[src/rtl/uart_rx_pkg.sv]
// Shared definitions for the uart_rx serial receive front end.
// Holds the FSM state encoding, frame width, and default bit timing.
package uart_rx_pkg;

  typedef enum logic [2:0] {
    ST_IDLE  = 3'd0,
    ST_START = 3'd1,
    ST_DATA  = 3'd2,
    ST_STOP  = 3'd3,
    ST_BREAK = 3'd4
  } state_t;

  localparam int DATA_BITS = 8;
  // 39.75 MHz core clock / 115200 baud
  localparam int CLKS_PER_BIT_DEFAULT = 345;

endpackage

[src/rtl/uart_rx_sync2.sv]
// Two-flop synchroniser for an asynchronous level input.
// The reset value is chosen per use so the idle level is presented out of reset.
module uart_rx_sync2 #(
  parameter logic RESET_VAL = 1'b1
) (
  input  logic i_clk,
  input  logic i_rst_n,
  input  logic i_d,
  output logic o_q
);

  logic r_meta;
  logic r_sync;

  always_ff @(posedge i_clk or negedge i_rst_n) begin
    if (!i_rst_n) begin
      r_meta <= RESET_VAL;
      r_sync <= RESET_VAL;
    end else begin
      r_meta <= i_d;
      r_sync <= r_meta;
    end
  end

  assign o_q = r_sync;

endmodule

[src/rtl/uart_rx.sv]
// 8N1 serial receiver: synchronises the RX pin, samples mid-bit, and hands
// bytes to the core through a one-entry holding register with sticky errors.
module uart_rx
  import uart_rx_pkg::*;
#(
  parameter int CLKS_PER_BIT = CLKS_PER_BIT_DEFAULT,
  parameter int HALF_BIT     = CLKS_PER_BIT / 2
) (
  input  logic                 clk_core,
  input  logic                 reset_n,
  input  logic                 rx,
  output logic [DATA_BITS-1:0] rx_data,
  output logic                 rx_valid,
  input  logic                 rx_ready,
  output logic                 frame_err,
  output logic                 overrun,
  input  logic                 err_clear,
  output logic [2:0]           dbg_state
);

  localparam int TW = $clog2(CLKS_PER_BIT);

  state_t               r_state;
  state_t               w_next;
  logic [TW-1:0]        r_timer;
  logic [2:0]           r_bit_idx;
  logic [DATA_BITS-1:0] r_shift;
  logic [DATA_BITS-1:0] r_data;
  logic                 r_valid;
  logic                 r_frame_err;
  logic                 r_overrun;

  logic w_rxs;
  logic w_tick;
  logic w_shift;
  logic w_load;
  logic w_overrun_set;
  logic w_frame_set;
  logic w_xfer;

  uart_rx_sync2 #(.RESET_VAL(1'b1)) u_sync (
    .i_clk   (clk_core),
    .i_rst_n (reset_n),
    .i_d     (rx),
    .o_q     (w_rxs)
  );

  assign w_tick = (r_timer == '0);
  // Handshake: a byte transfers on any cycle with rx_valid && rx_ready; rx_data
  // is stable while rx_valid is high, and a load in a transfer cycle replaces it.
  assign w_xfer = r_valid && rx_ready;

  always_ff @(posedge clk_core or negedge reset_n) begin
    if (!reset_n) r_state <= ST_IDLE;
    else          r_state <= w_next;
  end

  always_comb begin
    w_next        = r_state;
    w_shift       = 1'b0;
    w_load        = 1'b0;
    w_overrun_set = 1'b0;
    w_frame_set   = 1'b0;
    case (r_state)
      ST_IDLE:  if (!w_rxs) w_next = ST_START;
      ST_START: if (w_tick) w_next = w_rxs ? ST_IDLE : ST_DATA;
      ST_DATA: begin
        if (w_tick) begin
          w_shift = 1'b1;
          if (r_bit_idx == 3'(DATA_BITS - 1)) w_next = ST_STOP;
        end
      end
      ST_STOP: begin
        if (w_tick) begin
          if (w_rxs) begin
            if (!r_valid || rx_ready) w_load = 1'b1;
            else                      w_overrun_set = 1'b1;
            w_next = ST_IDLE;
          end else begin
            w_frame_set = 1'b1;
            w_next      = ST_BREAK;
          end
        end
      end
      ST_BREAK: if (w_rxs) w_next = ST_IDLE;
      default:  w_next = ST_IDLE;
    endcase
  end

  // Idle keeps the half-bit preload so the first tick lands mid start bit.
  always_ff @(posedge clk_core or negedge reset_n) begin
    if (!reset_n) begin
      r_timer   <= '0;
      r_bit_idx <= '0;
      r_shift   <= '0;
    end else begin
      if (r_state == ST_IDLE) r_timer <= TW'(HALF_BIT - 1);
      else if (w_tick)        r_timer <= TW'(CLKS_PER_BIT - 1);
      else                    r_timer <= r_timer - 1'b1;

      if (r_state == ST_START) r_bit_idx <= '0;
      else if (w_shift)        r_bit_idx <= r_bit_idx + 1'b1;

      if (w_shift) r_shift <= {w_rxs, r_shift[DATA_BITS-1:1]};
    end
  end

  always_ff @(posedge clk_core or negedge reset_n) begin
    if (!reset_n) begin
      r_data      <= '0;
      r_valid     <= 1'b0;
      r_frame_err <= 1'b0;
      r_overrun   <= 1'b0;
    end else begin
      if (w_load) r_data <= r_shift;

      if (w_load)      r_valid <= 1'b1;
      else if (w_xfer) r_valid <= 1'b0;

      // A new error event wins over a clear in the same cycle.
      if (w_frame_set)    r_frame_err <= 1'b1;
      else if (err_clear) r_frame_err <= 1'b0;

      if (w_overrun_set)  r_overrun <= 1'b1;
      else if (err_clear) r_overrun <= 1'b0;
    end
  end

  assign rx_data   = r_data;
  assign rx_valid  = r_valid;
  assign frame_err = r_frame_err;
  assign overrun   = r_overrun;
  assign dbg_state = r_state;

endmodule

[config.mk]
export PLATFORM = sky130hd
export DESIGN_NAME = uart_rx
export DESIGN_NICKNAME = d
export VERILOG_FILES = /design/src/rtl/uart_rx_pkg.sv /design/src/rtl/uart_rx_sync2.sv /design/src/rtl/uart_rx.sv
export SDC_FILE = /design/constraint.sdc
export NUM_CORES = 1
export LEC_CHECK = 0
export CORE_MARGIN = 2
export CORE_UTILIZATION = 58
export CTS_CLUSTER_DIAMETER = 200
export DETAILED_ROUTE_END_ITERATION = 7
export PLACE_DENSITY = 0.86
export SLEW_MARGIN = 20
export SYNTH_ARGS = -nofsm -noshare
export SYNTH_HDL_FRONTEND = slang
export SYNTH_HIERARCHICAL = 1
export SYNTH_SLANG_ARGS = --single-unit
[constraint.sdc]
create_clock -name clk_core -period 7 [get_ports clk_core]
set_clock_uncertainty 0.1 [all_clocks]
set_input_delay 1.4 -clock clk_core [delete_from_list [all_inputs] [get_ports clk_core]]
set_output_delay 1.4 -clock clk_core [all_outputs]
set_load 0.05 [all_outputs]
### Word-level counts from Yosys, hierarchy flattened

Cells that the tools add are included.

* input port bits: 5
* register bits after elaboration: 36
* word-level logic and storage cells: 64

* add/subtract/negate cells: 2
* reduce and logical (&&, ||, !) cells: 10
* eq/ne operators: 11
* multiplexer cells: 31

Operators by type and width (count)
* 2-to-1 mux 3 bit: 9
* 2-to-1 mux 1 bit: 18
* 2-to-1 mux 9 bit: 2
* case mux 3 bit (5 select lines): 1
* inequality test 2 bit, second input constant: 5
* zero test 9 bit: 1
* subtractor 9 x 1 -> 9 bit, second input constant: 1
* nonzero test 2 bit: 4
* equality test 3 x 2 -> 1 bit, second input constant: 2
* equality test 3 bit, second input constant: 2
* AND reduction 6 bit: 1
* adder 3 x 1 -> 3 bit, second input constant: 1
* equality test 3 x 1 -> 1 bit, second input constant: 1
* zero test 3 bit: 1
* 2-to-1 mux 2 bit: 1
* inequality test 2 x 1 -> 1 bit, second input constant: 1
* logical AND 1 bit: 1
* zero test 1 bit: 1
* logical OR 1 bit: 1

### Longest topological paths before layout

* depth in word-level cells: 7
* mapped depth: 8
* depth with buffers taken out: 6

### Cells and area by module

The synthesis kept the hierarchy.

Modules (own cells, without submodules)
* uart_rx: cells an instance 124, times used 1, area an instance 1514.0 um^2
* uart_rx_sync2: cells an instance 2, times used 1, area an instance 52.6 um^2

### Worst setup path before layout

OpenSTA, ideal clock, no wires.

* path kind: flip-flop to flip-flop
* start point: register r_timer[0]
* end point: register r_data[0] (netlist: rx_data[0])
* period minus slack after synthesis: 2.339 ns
* data arrival time: 2.114 ns
* cell stages (with the launch flop): 8
* buffers on the path: 1
* slack: 4.661 ns
* cell sequence: dfrtp_1 -> inv_1 -> ha_1 -> or4b_1 -> buf_2 -> nor4b_4 -> nand4_4 -> mux2_2

* cells in the longest elaborated chain, start to end: 3

RTL lines
* start, declared: line uart_rx.sv:25 `logic [TW-1:0] r_timer;`
* start signal, assigned: line uart_rx.sv:97 `if (r_state == ST_IDLE) r_timer <= TW'(HALF_BIT - 1);`
* start signal, assigned: line uart_rx.sv:98 `else if (w_tick) r_timer <= TW'(CLKS_PER_BIT - 1);`
* start signal, assigned: line uart_rx.sv:99 `else r_timer <= r_timer - 1'b1;`
* zero test 9 bit: line uart_rx.sv:48 `assign w_tick = (r_timer == '0);`
* 2-to-1 mux 1 bit: line uart_rx.sv:74 `if (w_tick) begin`
* 2-to-1 mux 1 bit: line uart_rx.sv:64 `case (r_state)`
* end signal, assigned: line uart_rx.sv:115 `if (w_load) r_data <= r_shift;`
* end, declared: line uart_rx.sv:28 `logic [DATA_BITS-1:0] r_data;`

No other way between the ends.
A chain may end at the register's enable or synchronous reset.

### Worst setup path in the final report

* start point: register r_state[0] (netlist: dbg_state[0])
* end point: output port dbg_state[0]

RTL lines
* start, declared: line uart_rx.sv:23 `state_t r_state;`
* start signal, assigned: line uart_rx.sv:55 `else r_state <= w_next;`
* end, declared: line uart_rx.sv:18 `output logic [2:0] dbg_state`

No word-level cell between the ends.

==> flow_metrics.tcl <==
set metrics [dict create \
    tns_ps 0 \
    crit_family "buffers and inverters" \
    power_density_nw_per_um2 196 \
    ys_ff_latch 36 \
    rsz0062_at_grt "no" \
    ys_dominant_reg_cell "dfrtp_1" \
    synth_area_um2 1570 \
    r2r-end "rx_data[6]" \
    p_seq_frac 0.578 \
    worstMarginPinSlew_ps 683 \
    drc 0 \
    critPathMaxFanout 17 \
    hold_buffers 0 \
    hold_viol 0 \
    clk_latency_ps 340 \
    cp.depth 1 \
    total_power_uw 363 \
    p_clk_frac 0.403 \
    slowest_stage "clkdlybuf4s50_1" \
    arrival_ps 1950 \
    ys_seq_area_frac 0.577 \
    drive_above_1_share 0.223 \
    grtUsageTotal 0.213 \
    layout_worst_path_cycle_share 0.492 \
    required_ps 5500 \
    start_kind "flop" \
    pwr-share-comb 0.019 \
    slew_violations 0 \
    io_pins 19 \
    fin_crit_ps 3450 \
    syn_area_per_cell_um2 12.4 \
    grt_pass1_wl_um 5120 \
    cts_buffer_depth 2 \
    start_util 0.621 \
    antenna_found_initial 0 \
    cts_resized 0 \
    die_area_um2 3130 \
    hold_path_class "flop to flop" \
    path_clk_slew_ps 130 \
    htreeDepth 2 \
    firstDrtPassIters 4 \
    finalWorstSetupSlack_ps 3550 \
    critPathKind "flop to primary output" \
    via_per_inst 6.04 \
    end_kind "primary output" \
    worst-path-buf-inv 1 \
    first_global_vias 1111 \
    diodes 0 \
    gp_congestion 0.772 \
    syn_nets 134 \
    fp.dieW_um 56.0 \
    p_switching_uw 77.0 \
    setup.worst_path.start "dbg_state[0]" \
    r2r_setup_slack_ps 4320 \
    postCtsSetupBuffers 0 \
    grt_max_degree 37 \
    crit_end "dbg_state[0]" \
    cts_buffers 5 \
    tritoncts "done" \
    worstPathCellList "clkdlybuf4s50_1" \
    cap_violations 0 \
    drt_iter0_drc 39 \
    cts-root-buf "clkbuf_4" \
    p_leak_uw 0.000810 \
    place_hpwl_um 1990 \
    synthArstFlopShare 1.00 \
    slew_headroom 0.541 \
    clock-sinks 36 \
    r2r-start "r_timer[0]" \
    die_h_um 56.0 \
    synthesis.instances 126 \
    switching_share 0.212 \
    critPathMaxStageDelay_ps 900 \
    wl_per_cell_um 16.5 \
    fmax_ghz 0.290 \
    placementRows 18 \
    drt-total-wl_um 2940 \
    postRouteAntennaNets 0 \
    dp_slack_ps 3950 \
    synth-edff-count 0 \
    final_util 0.735 \
    portBuffers 18 \
    nNetsFinal 155 \
    ir_drop_mv 0.171 \
    outcome "completed" \
    setup_viol 0 \
    internal_power_uw 286 \
    vias 1076 \
    ys_warn_count 6 \
    holdWs_ps 243 \
    yosysUniqueCellTypes 34 \
    area_delta_synth_final_pct 18.4 \
    grt.overflow.total 0 \
    rr_worst_depth 6 \
    core_um2 2520 \
]
[cells by family (layout without fill, tap and decap cells)]
| family | after synthesis | in the layout | synth area share |
|---|---|---|---|
| compound gates | 24 | 24 | 0.0887 |
| xor+xnor | 3 | 3 | 0.0168 |
| fa+ha+maj | 3 | 3 | 0.0240 |
| buf+inv | 10 | 32 | 0.0256 |
| flops | 36 | 36 | 0.577 |
| mux | 17 | 17 | 0.122 |
| simple gates | 33 | 33 | 0.146 |
[cell type report]
class / instances / area [um^2]
repair buffers: 20 / 195
clock buffers: 5 / 37.5
flip-flops and latches: 36 / 903
multi-input cells: 80 / 623
well taps: 30 / 37.5
inverters: 4 / 15.0
clock inverters: 3 / 42.5
fillers: 170 / 668
[cell usage in the layout, fill, tap and decap left out, types with 2 or more instances in the layout]
cell type,synthesis,layout
dfrtp_1,34,34
clkdlybuf4s50_1,0,18
mux2_2,17,17
o21ai_0,9,9
a21oi_1,6,6
nor2_1,5,5
clkbuf_4,0,5
or3_1,4,4
nor3_1,4,4
nand2_1,4,4
inv_1,4,4
xnor2_1,3,3
nor2b_1,3,3
o22ai_1,3,3
ha_1,3,3
or4_1,2,2
o31ai_1,2,2
buf_4,0,2
dfstp_2,2,2
[registers in the layout, indices dropped and copies added, names as in the netlist]
register and count:
dbg_state 3, frame_err 1, overrun 1, r_bit_idx 3
r_shift 8, r_timer 9, rx_data 8, rx_valid 1
u_sync/o_q 1, u_sync/r_meta 1
[worst min-delay path by stage]
stage | slack (ps) | to | startpoint | cells after the start
2_1_floorplan | 250 | u_sync/o_q | u_sync/r_meta | 0
3_3_place_gp | 250 | u_sync/o_q | u_sync/r_meta | 0
3_5_place_dp | 250 | u_sync/o_q | u_sync/r_meta | 0
4_1_cts | 250 | u_sync/o_q | u_sync/r_meta | 0
5_1_grt | 250 | u_sync/o_q | u_sync/r_meta | 0
6_report | 240 | u_sync/o_q | u_sync/r_meta | 0
[power groups by stage]
stage / Combinational [uW] / Sequential, uW / Clock (uW)
2_1_floorplan: 0.429 / 214 / 0
3_3_place_gp: 6.99 / 214 / 0
3_5_place_dp: 7.19 / 214 / 0
4_1_cts: 7.21 / 210 / 150
5_1_grt: 8.14 / 210 / 159
6_report: 6.89 / 210 / 146
[per-layer routing]
metal,global-route usage,share of wire
met2,0.323,0.49
met5,0,0
met1,0.273,0.44
met4,0.109,0.019
met3,0.0698,0.047
[synth_stat cells, drive strengths merged, types with 2 or more instances]
library cell   n  share of area
nor2b          3          0.012
o22ai          3          0.012
clkbuf         3         0.0072
or4            2         0.0096
o21ai          9          0.029
ha             3          0.024
nor2           5          0.012
buf            3         0.0088
nor3           4          0.013
nand4          2          0.018
inv            4         0.0096
dfstp          2          0.034
or3            4          0.016
a21oi          6          0.019
mux2          17           0.12
xnor2          3          0.017
dfrtp         34           0.54
o31ai          2         0.0096
nand2          4         0.0096
[metrics by stage]
step | cells | cell area (um^2)
2_1_floorplan | 126 | 1570
3_3_place_gp | 170 | 1770
3_5_place_dp | 170 | 1770
4_1_cts | 178 | 1850
5_1_grt | 178 | 1850
6_report | 178 | 1850
No activity file was read; power rests on OpenSTA's default activity.
